$ cat config.mk
export PLATFORM = sky130hd
export DESIGN_NAME = gray_period_ctrl_flat
export DESIGN_NICKNAME = d
export VERILOG_FILES = /design/src/rtl/gray_period_ctrl_pkg.sv /design/src/rtl/gray_period_ctrl_if.sv /design/src/rtl/gray_period_ctrl_counter.sv /design/src/rtl/gray_period_ctrl.sv /design/src/flat_wrapper.sv
export SDC_FILE = /design/constraint.sdc
export NUM_CORES = 1
export LEC_CHECK = 0
export CAP_MARGIN = 20
export CORE_MARGIN = 2
export CORE_UTILIZATION = 45
export DETAILED_ROUTE_END_ITERATION = 10
export GPL_TIMING_DRIVEN = 0
export PLACE_DENSITY_LB_ADDON = 0.1
export SYNTH_ARGS = -nofsm -noshare
export SYNTH_HDL_FRONTEND = slang
export SYNTH_SLANG_ARGS = --single-unit
$ cat constraint.sdc
create_clock -name clk -period 2.9 [get_ports clk]
set_input_delay 0.58 -clock clk [delete_from_list [all_inputs] [get_ports clk]]
set_output_delay 0.58 -clock clk [all_outputs]
set_load 0.05 [all_outputs]
$ cat src/rtl/gray_period_ctrl_pkg.sv
// Shared types and helpers for the gray-code period controller.
// Holds the FSM state encoding and the binary-to-gray conversion.
package gray_pkg;

    localparam int CBITS = 8;

    typedef enum logic [1:0] {
        IDLE = 2'd0,
        LOAD = 2'd1,
        RUN  = 2'd2,
        DONE = 2'd3
    } state_t;

    function automatic logic [CBITS-1:0] bin2gray(input logic [CBITS-1:0] bin);
        return bin ^ (bin >> 1);
    endfunction

endpackage

$ cat src/rtl/gray_period_ctrl_if.sv
// Host-side bundle for gray_period_ctrl: run request/config in, status and
// counter outputs back.
interface gray_period_ctrl_if #(
    parameter int CBITS = 8,
    parameter int RBITS = 8
);
    logic             start;
    logic             stop;
    logic [CBITS-1:0] cfg_term;
    logic [RBITS-1:0] cfg_reps;
    logic             busy;
    logic             done;
    logic             aborted;
    logic             wrap;
    logic [CBITS-1:0] gray_cnt;
    logic [RBITS-1:0] rep_cnt;

    modport master (
        output start, stop, cfg_term, cfg_reps,
        input  busy, done, aborted, wrap, gray_cnt, rep_cnt
    );

    modport slave (
        input  start, stop, cfg_term, cfg_reps,
        output busy, done, aborted, wrap, gray_cnt, rep_cnt
    );
endinterface

$ cat src/rtl/gray_period_ctrl_counter.sv
// Binary period counter with gray-coded view; rolls over to 0 after term.
// clr wins over en so a new run always starts from 0.
module gray_counter #(
    parameter int CBITS = 8
) (
    input  logic             clk,
    input  logic             rst,
    input  logic             en,
    input  logic             clr,
    input  logic [CBITS-1:0] term,
    output logic [CBITS-1:0] gray,
    output logic             at_term
);
    import gray_pkg::*;

    logic [CBITS-1:0] bin;

    assign at_term = (bin == term);

    always_ff @(posedge clk) begin
        if (rst)
            bin <= '0;
        else if (clr)
            bin <= '0;
        else if (en)
            bin <= at_term ? '0 : bin + CBITS'(1);
    end

    // The package helper is fixed-width; other widths use the same formula inline.
    generate
        if (CBITS == gray_pkg::CBITS) begin : g_pkg
            assign gray = bin2gray(bin);
        end else begin : g_inline
            assign gray = bin ^ (bin >> 1);
        end
    endgenerate

endmodule

$ cat src/rtl/gray_period_ctrl.sv
// Sequencer that runs a gray-code counter for a set number of periods,
// strobing wrap on each rollover and done on completion or abort.
module gray_period_ctrl #(
    parameter int CBITS = 8,
    parameter int RBITS = 8
) (
    input  logic               clk,
    input  logic               rst,
    gray_period_ctrl_if.slave  bus
);
    import gray_pkg::*;

    state_t           state, state_nxt;
    logic [CBITS-1:0] term_q;
    logic [RBITS-1:0] reps_q;
    logic [RBITS-1:0] rep_cnt_q;
    logic             wrap_q;
    logic             aborted_q;
    logic             at_term;
    logic             go;
    logic             adv;
    logic             last_rep;

    // go clears the counter on entry to LOAD so bin already reads 0 there.
    assign go       = (state == IDLE) && bus.start && !bus.stop;
    assign adv      = (state == RUN) && !bus.stop && at_term;
    assign last_rep = (reps_q != '0) && ((rep_cnt_q + RBITS'(1)) == reps_q);

    always_comb begin
        state_nxt = state;
        case (state)
            IDLE:    if (go) state_nxt = LOAD;
            LOAD:    state_nxt = bus.stop ? DONE : RUN;
            RUN:     if (bus.stop || (adv && last_rep)) state_nxt = DONE;
            DONE:    state_nxt = IDLE;
            default: state_nxt = IDLE;
        endcase
    end

    always_ff @(posedge clk) begin
        if (rst) begin
            state     <= IDLE;
            term_q    <= '0;
            reps_q    <= '0;
            rep_cnt_q <= '0;
            wrap_q    <= 1'b0;
            aborted_q <= 1'b0;
        end else begin
            state  <= state_nxt;
            wrap_q <= adv;
            if (state == LOAD) begin
                term_q <= bus.cfg_term;
                reps_q <= bus.cfg_reps;
            end
            if (go)
                rep_cnt_q <= '0;
            else if (adv)
                rep_cnt_q <= rep_cnt_q + RBITS'(1);
            if (go)
                aborted_q <= 1'b0;
            else if ((state == LOAD || state == RUN) && bus.stop)
                aborted_q <= 1'b1;
        end
    end

    gray_counter #(.CBITS(CBITS)) u_cnt (
        .clk     (clk),
        .rst     (rst),
        .en      ((state == RUN) && !bus.stop),
        .clr     (go),
        .term    (term_q),
        .gray    (bus.gray_cnt),
        .at_term (at_term)
    );

    assign bus.busy    = (state == LOAD) || (state == RUN);
    assign bus.done    = (state == DONE);
    assign bus.wrap    = wrap_q;
    assign bus.aborted = aborted_q;
    assign bus.rep_cnt = rep_cnt_q;

endmodule
$ cat src/flat_wrapper.sv
// flat-port wrapper written by rule: the top's interface ports become plain ports
module gray_period_ctrl_flat import gray_pkg::*;
#(
    parameter int CBITS = 8,
    parameter int RBITS = 8
)
  (clk, rst, bus_start, bus_stop, bus_cfg_term, bus_cfg_reps, bus_busy, bus_done, bus_aborted, bus_wrap, bus_gray_cnt, bus_rep_cnt);
  gray_period_ctrl_if #(.CBITS(CBITS), .RBITS(RBITS)) bus_i ();
  input  logic clk;
  input  logic rst;
  input wire logic [$bits(bus_i.start)-1:0] bus_start;
  input wire logic [$bits(bus_i.stop)-1:0] bus_stop;
  input wire logic [$bits(bus_i.cfg_term)-1:0] bus_cfg_term;
  input wire logic [$bits(bus_i.cfg_reps)-1:0] bus_cfg_reps;
  output wire logic [$bits(bus_i.busy)-1:0] bus_busy;
  output wire logic [$bits(bus_i.done)-1:0] bus_done;
  output wire logic [$bits(bus_i.aborted)-1:0] bus_aborted;
  output wire logic [$bits(bus_i.wrap)-1:0] bus_wrap;
  output wire logic [$bits(bus_i.gray_cnt)-1:0] bus_gray_cnt;
  output wire logic [$bits(bus_i.rep_cnt)-1:0] bus_rep_cnt;
  assign bus_i.start = bus_start;
  assign bus_i.stop = bus_stop;
  assign bus_i.cfg_term = bus_cfg_term;
  assign bus_i.cfg_reps = bus_cfg_reps;
  assign bus_busy = bus_i.busy;
  assign bus_done = bus_i.done;
  assign bus_aborted = bus_i.aborted;
  assign bus_wrap = bus_i.wrap;
  assign bus_gray_cnt = bus_i.gray_cnt;
  assign bus_rep_cnt = bus_i.rep_cnt;
  gray_period_ctrl #(.CBITS(CBITS), .RBITS(RBITS)) u_core (.clk(clk), .rst(rst), .bus(bus_i));
endmodule
==> summary.md, run 1 <==
| Metric | Value |
|---|---|
| Final WL | ~4200 µm |
| Total negative slack | 0 ns |
| DRT antenna net count | 0 |
| EDFF count, synth | 0 |
| Syn Nets | around 250 |
| Share of layout cells above drive strength 1 | 9.36% |
| CTS tree | built |
| Worst setup EP type | flop |
| Ys flop type | dfxtp_1 |
| # setup viols final | 0 |
| Leakage | 0.000931 µW |
| Slew Limit Headroom | between 40% and 50% |
| Worst hold path class | flop to flop |
| Fmax | 387 MHz |
| CTS H-tree depth | 2 |
| CP required | 3.08 ns |
| CP most frequent cell | nand2_1 |
| Post-CTS Hold Buffers | 0 |
| Syn-to-layout area delta | 28.2% |
| Design area | approximately 0.0026 mm² |
| Initial Util | 46.5% |
| Top Ports | 40 |
| Total GRT Usage | 17.9% |
| Register area share after synthesis | 35.9% |
| Critical Path Start Type | primary input |
| Final Skew | ~0.0032 ns |
| IO Port Bufs | 39 |
| Synth Instances | 220 |
| DIE AREA | 0.00502 mm² |
| Drt via density | just over 5 |
| GRT overflow | 0 |
| Fin crit share | 89.0% |
| Post-CTS sizing | 0 |
| Max incr delay on CP | 0.67 ns |
| Initial antenna violation count | 0 |
| Power density cells | 663 mW/mm² |
| Dpl cell area | 0.00246 mm² |
| Hold Fails Final Rpt | 0 |
| Post-Synthesis Cell Area | 0.00201 mm² |
| Core ar. | 0.00432 mm² |
| Synth warn | 0 |
| Total clock buffers created by CTS | 5 |
| Crit path kind | primary input to flop |
| Hold depth | 2 |
| Final slew viol count | 0 |
| DRC viols | 0 |
| Syn_area_per_cell | 9.13 µm² |
| Site row count | 24 |
| Root Buffer | clkbuf_8 |
| Largest net degree at the start of global routing | 13 |
| Die width | 70.8 µm |
| DR pass1 iterations | 4 |
| Maximum clock path buffer count | 2 |
| Die H | roughly 70 µm |
| Tmin final | 2.58 ns |
| Slew @ Worst Pin | 0.756 ns |
| Post-CTS Setup Bufs | 0 |
| FF-to-FF path depth | 8 |
| Critical-path cell list | clkdlybuf4s50_1 -> inv_1 -> nand2_1 -> nor3_1 -> buf_2 -> nand3_1 -> a22oi_1 -> nand2_1 |
| Post-DP HPWL | roughly 3200 µm |
| Routed WL per cell | 13.3 µm |
| Ys async rst share | 0% |
| Max-cap violations | 0 |
| CTS clk-pin slew, worst paths | ~0.07 ns |
| Final #Nets | 298 |
| DR iter-0 viols | 73 |
| Worst-skew pair later-pin latency | between 0.2 and 0.3 ns |
| N_diodes | 0 |
| CTS sink count | 36 |
| Worst path slowest cell | nor3_1 |
| Crit path max fanout | 10 |
| Status | finished clean |
| Vias in the first global route | 1,575 |
| Global-route wire length before repair | 7080 µm |
| Seq cells post-synth | 36 |
| CP arrival | 2.76 ns |
| Setup repair after global routing missed its margin | false |
| Via count | 1,654 |
| Max rail drop VDD | approximately 0.35 mV |
| RD Place Congestion | between 0.8 and 0.9 |
| Unique masters post-synth | 46 |
-- critical path: cells and delay by family --
kind	cells	cell delay [ns]
simple gates	4	1.01
compound gates	1	0.21
buf+inv	3	0.97
-- layout make-up --
cell class,instances,area (µm²)
fillers,420,1750
inverters,9,33.8
plain buffers,9,60.1
well taps,52,65.1
clock buffers,5,68.8
clock inverters,3,42.5
repair buffers,39,390
flip-flops and latches,36,721
multi-input cells,166,1190
-- registers in the layout (all words and copies together) (netlist names) --
register,cells
u_core.bus.aborted,1
u_core.bus.rep_cnt,8
u_core.u_cnt.bin,8
u_core.state,2
u_core.bus.wrap,1
u_core.reps_q,8
u_core.term_q,8
-- cells in the mapped netlist, types with 7 or more instances --
cell / count / share of area (%)
mux2i_1: 18 / 9.0
dfxtp_1: 36 / 36
xor2_1: 9 / 3.9
a21oi_1: 9 / 2.2
nor3_1: 9 / 2.2
nand4_1: 7 / 2.2
ha_1: 12 / 7.5
nor2_1: 34 / 6.4
inv_1: 9 / 1.7
xnor2_1: 16 / 7.0
nand2_1: 11 / 2.1
-- stage by stage --
stage | utilization [%] | total power, µW | hold WS [ns] | setup WS, ns | cells
6_report | 59.6 | 1710 | 0.468 | 0.318 | 319
2_1_floorplan | - | 1130 | 0.482 | 0.421 | 220
3_5_place_dp | 57.0 | 1290 | 0.458 | 0.0355 | 311
5_1_grt | 59.6 | 1810 | 0.510 | 0.187 | 319
3_3_place_gp | 57.0 | 1280 | 0.452 | 0.0306 | 311
4_1_cts | 59.6 | 1730 | 0.476 | 0.342 | 319
-- logic make-up (layout without fill, tap and decap cells) --
logic type      after synthesis  after routing  share of synthesized area (%)
compound gates               28             28                           11.3
xor+xnor                     25             25                           10.9
fa+ha+maj                    12             12                           7.47
buf+inv                      18             65                           4.67
flops                        36             36                           35.9
mux                          18             18                           8.97
simple gates                 83             83                           20.8
-- per-layer routing --
metal  GRT usage (%)  vias to the layer above  part of all wire (%)
li1                -                      861                     -
met1            22.4                      747                    43
met2            29.8                       35                    50
met3            4.27                       11                   4.4
met4            7.34                        0                   2.1
met5               0                        -                     0
-- power breakdown --
part | internal (µW) | leakage (µW) | total, µW | switching, µW
logic | 284 | 0.000585 | 635 | 351
clock network | 254 | 0.0000541 | 441 | 186
registers | 563 | 0.000293 | 631 | 68.2
-- worst paths after layout --
path                           start                 end  slack, ns
hold reg to reg   u_core.bus.aborted  u_core.bus.aborted       0.47
setup reg to reg     u_core.state[0]     u_core.state[1]       0.51
hold / removal    u_core.bus.aborted  u_core.bus.aborted       0.47
setup / recovery            bus_stop     u_core.state[1]       0.32
-- layout by cell type (no fill, tap or decap), types with 2 or more instances in the layout --
cell and n:
a21oi_1 9, a31o_2 2, buf_4 2, clkbuf_1 4, clkbuf_8 6, clkdlybuf4s50_1 39
dfxtp_1 36, ha_1 12, inv_1 9, mux2i_1 18, nand2_1 11, nand3_1 4
nand3b_1 2, nand4_1 7, nand4b_1 2, nor2_1 34, nor2b_1 2, nor3_1 9
nor4_1 2, o21ai_0 3, or2b_2 2, xnor2_1 16, xor2_1 9
Note: power is estimated with default switching activity, not from simulation.
==> run 2, diff against run 1 <==
ABC_AREA = 1   (was default)
CAP_MARGIN = 30   (was 20)
==> summary.md, run 2 <==
| Metric | Value |
|---|---|
| Commonest cells post-synth | nand2_1, nor2_1, dfxtp_1 (was dfxtp_1, nor2_1, mux2i_1) |
| Register area share after synthesis | 36.8% (was 35.9%) |
| Syn_area_per_cell | 6.88 µm² (was 9.13 µm²) |
| GRT overflow | 0 (unchanged) |
| Fin util | 58.8% (was 59.6%) |
| Synth top area share | 36.8% (was 35.9%) |
| Clock power share | 19.1% (was 25.8%) |
| Max rail drop VDD | 0.765 mV (was 0.346 mV) |
| Commonest non-fill, non-tap cell in the layout | nand2_1 (was clkdlybuf4s50_1) |
| Post-CTS Setup Bufs | 0 (unchanged) |
| Post-CTS Hold Buffers | 0 (unchanged) |
| Worst-skew pair later-pin latency | 0.29 ns (about the same) |
| Critical-path cell list | inv_1 -> ha_1 -> clkdlybuf4s50_1 (was clkdlybuf4s50_1 -> inv_1 -> nand2_1 -> nor3_1 -> buf_2 -> nand3_1 -> a22oi_1 -> nand2_1) |
| Min-delay src | u_core.term_q[4] (was u_core.bus.aborted) |
| Synth top area cells | dfxtp_1, nand2_1, ha_1 (was dfxtp_1, mux2i_1, ha_1) |
| Max incr delay on CP | 0.81 ns (was 0.67 ns) |
| Worst path slowest cell | clkdlybuf4s50_1 (was nor3_1) |
| Yosys top cell by area | dfxtp_1 (unchanged) |
| Total negative slack | 0 ns (unchanged) |
| Drt via density | 4.93 (was 5.18) |
| DR pass1 iterations | 4 (unchanged) |
| CTS tree | built (unchanged) |
| Maximum clock path buffer count | 2 (unchanged) |
| Final #Nets | 363 (was 298) |
| Synth warn | 0 (unchanged) |
| DRT antenna net count | 0 (unchanged) |
| CTS H-tree depth | 2 (unchanged) |
| Initial Util | 46.0% (was 46.5%) |
| Leakage | 0.00114 µW (was 0.000931 µW) |
| CTS sink count | 36 (unchanged) |
| Root Buffer | clkbuf_8 (unchanged) |
| Wire length on met2 | 1970 µm (was 2120 µm) |
| Post-CTS sizing | 0 (unchanged) |
| Crit path kind | flop to output port (was primary input to flop) |
| Share of layout cells above drive strength 1 | 6.63% (was 9.36%) |
| Reg2reg start | u_core.bus.rep_cnt[0] (was u_core.state[0]) |
| Syn-to-layout area delta | 27.8% (was 28.2%) |
| Power density cells | 769 mW/mm² (was 663 mW/mm²) |
| Initial antenna violation count | 0 (unchanged) |
| Power share of the combinational group | 44.4% (was 37.2%) |
| N_diodes | 0 (unchanged) |
| Unique masters post-synth | 24 (was 46) |
| Final slew viol count | 0 (unchanged) |
| Final Skew | 0.00630 ns (was 0.00325 ns) |
| Site row count | 24 (unchanged) |
| Total GRT Usage | 18.6% (was 17.9%) |
| DIE AREA | 0.00490 mm² (was 0.00502 mm²) |
| CTS clk-pin slew, worst paths | 0.07 ns (about the same) |
| Fin crit share | 87.8% (was 89.0%) |
| Status | finished clean (unchanged) |
| Worst hold path class | flop to flop (unchanged) |
| Slew Limit Headroom | 66.0% (was 49.2%) |
| Die H | 70.0 µm (was 70.8 µm) |
| Routed WL per cell | 11.4 µm (was 13.3 µm) |
| EDFF count, synth | 0 (unchanged) |
| Post-DP HPWL | 3400 µm (was 3190 µm) |
| Max layer used | met4 (unchanged) |
| Critical Path Source | u_core.state[0] (was bus_stop) |
| Syn Nets | 317 (was 252) |
| Post-Synthesis Cell Area | 0.00196 mm² (was 0.00201 mm²) |
| Tmin final | 2.55 ns (was 2.58 ns) |
| Die width | 70.0 µm (was 70.8 µm) |
| DR iter-0 viols | 72 (was 73) |
| Global-route wire length before repair | 7160 µm (was 7080 µm) |
| Most frequent cells in the layout | nand2_1, nor2_1, clkdlybuf4s50_1 (was clkdlybuf4s50_1, dfxtp_1, nor2_1) |
| Setup repair after global routing missed its margin | false (unchanged) |
| Hold Fails Final Rpt | 0 (unchanged) |
| CP arrival | 1.97 ns (was 2.76 ns) |
| DR WL met3 | 208 µm (was 188 µm) |
| Ys flop type | dfxtp_1 (unchanged) |
| Worst setup EP type | output port (was flop) |
| Crit path max fanout | 6 (was 10) |
| Critical Path Start Type | flop (was primary input) |
| Core ar. | 0.00426 mm² (was 0.00432 mm²) |
| Fmax | 393 MHz (was 387 MHz) |
| # setup viols final | 0 (unchanged) |
| RD Place Congestion | 0.805 (was 0.828) |
| Synth Instances | 285 (was 220) |
| DRC viols | 0 (unchanged) |
| Sequential share of power | 36.5% (was 37.0%) |
| Total clock buffers created by CTS | 5 (unchanged) |
| Internal power | 1120 µW (was 1100 µW) |
| CP required | 2.32 ns (was 3.08 ns) |
| Final WL | 4380 µm (was 4240 µm) |
| Slew @ Worst Pin | 0.507 ns (was 0.756 ns) |
| Total Power | 1930 µW (was 1710 µW) |
| IO Port Bufs | 39 (unchanged) |
| NetSw | 809 µW (was 605 µW) |
| Max-cap violations | 0 (unchanged) |
| Via count | 1,895 (was 1,654) |
| Vias in the first global route | 1,615 (was 1,575) |
| Ys async rst share | 0% (unchanged) |
| Top-count cell post-synth | nand2_1 (was dfxtp_1) |
| Sw frac | 41.9% (was 35.5%) |
| Seq cells post-synth | 36 (unchanged) |
| Largest net degree at the start of global routing | 11 (was 13) |
| Routed metal-1 wirelength | 2130 µm (was 1840 µm) |
| Top Ports | 40 (unchanged) |
run 2: worst max-delay path, delay by kind of cell, from the launching register on:
kind / cells / cell delay [ns]
adder cells (fa/ha/maj): 1 / 0.33
buffers and inverters: 2 / 0.92
flip-flops: 1 / 0.43
run 2: layout make-up:
type,count,area (µm²)
tap,52,65.1
sequential,36,721
buffer,5,30.0
clock buffer,8,90.1
timing repair buffer,39,390
fill,429,1760
inverter,42,158
multi-input combinational,202,1050
run 2: metal layers:
| metal | up-vias | global-route usage (%) |
|---|---|---|
| li1 | 1007 | - |
| met1 | 843 | 24.1 |
| met2 | 39 | 29.5 |
| met3 | 6 | 4.33 |
| met4 | 0 | 8.12 |
| met5 | - | 0 |
run 2: final timing paths:
kind | end | slack [ns] | depth (start not counted)
setup / recovery | bus_busy | 0.35 | 3
hold / removal | u_core.term_q[4] | 0.47 | 2
setup reg to reg | u_core.state[0] | 1.02 | 10
hold reg to reg | u_core.term_q[4] | 0.47 | 2
run 2: kinds of logic (layout without fill, tap and decap cells):
logic type               count (synthesis)  count (layout)  synth area share, %
AO/OA/AOI/OAI                           47              47                 12.6
XOR/XNOR                                 9               9                 4.72
adder cells (fa/ha/maj)                 12              12                 7.66
buffers and inverters                   47              94                 9.57
flip-flops                              36              36                 36.8
AND/OR/NAND/NOR                        134             134                 28.7
run 2: power groups by stage:
stage	clock [µW]	sequential (µW)	combinational, µW
floorplan	0	748	595
global placement	0	711	850
detailed placement	0	714	859
CTS	377	703	863
global route	404	722	952
finish	368	703	857
run 2: stage by stage:
stage                     std cells  setup WS (ns)  area, µm²  hold WS, ns
after floorplan                 285          0.885       1960        0.448
after global placement          376          0.655       2420        0.459
after detailed placement        376          0.666       2420        0.465
after CTS                       384          0.337       2510        0.475
after global routing            384          0.275       2510        0.501
final                           384          0.355       2510        0.475
==> run 3, diff against run 2 <==
SLEW_MARGIN = 20   (was default)
==> results of run 3 <==
No change in the layout: final DEF, timing and power equal those of run 2.
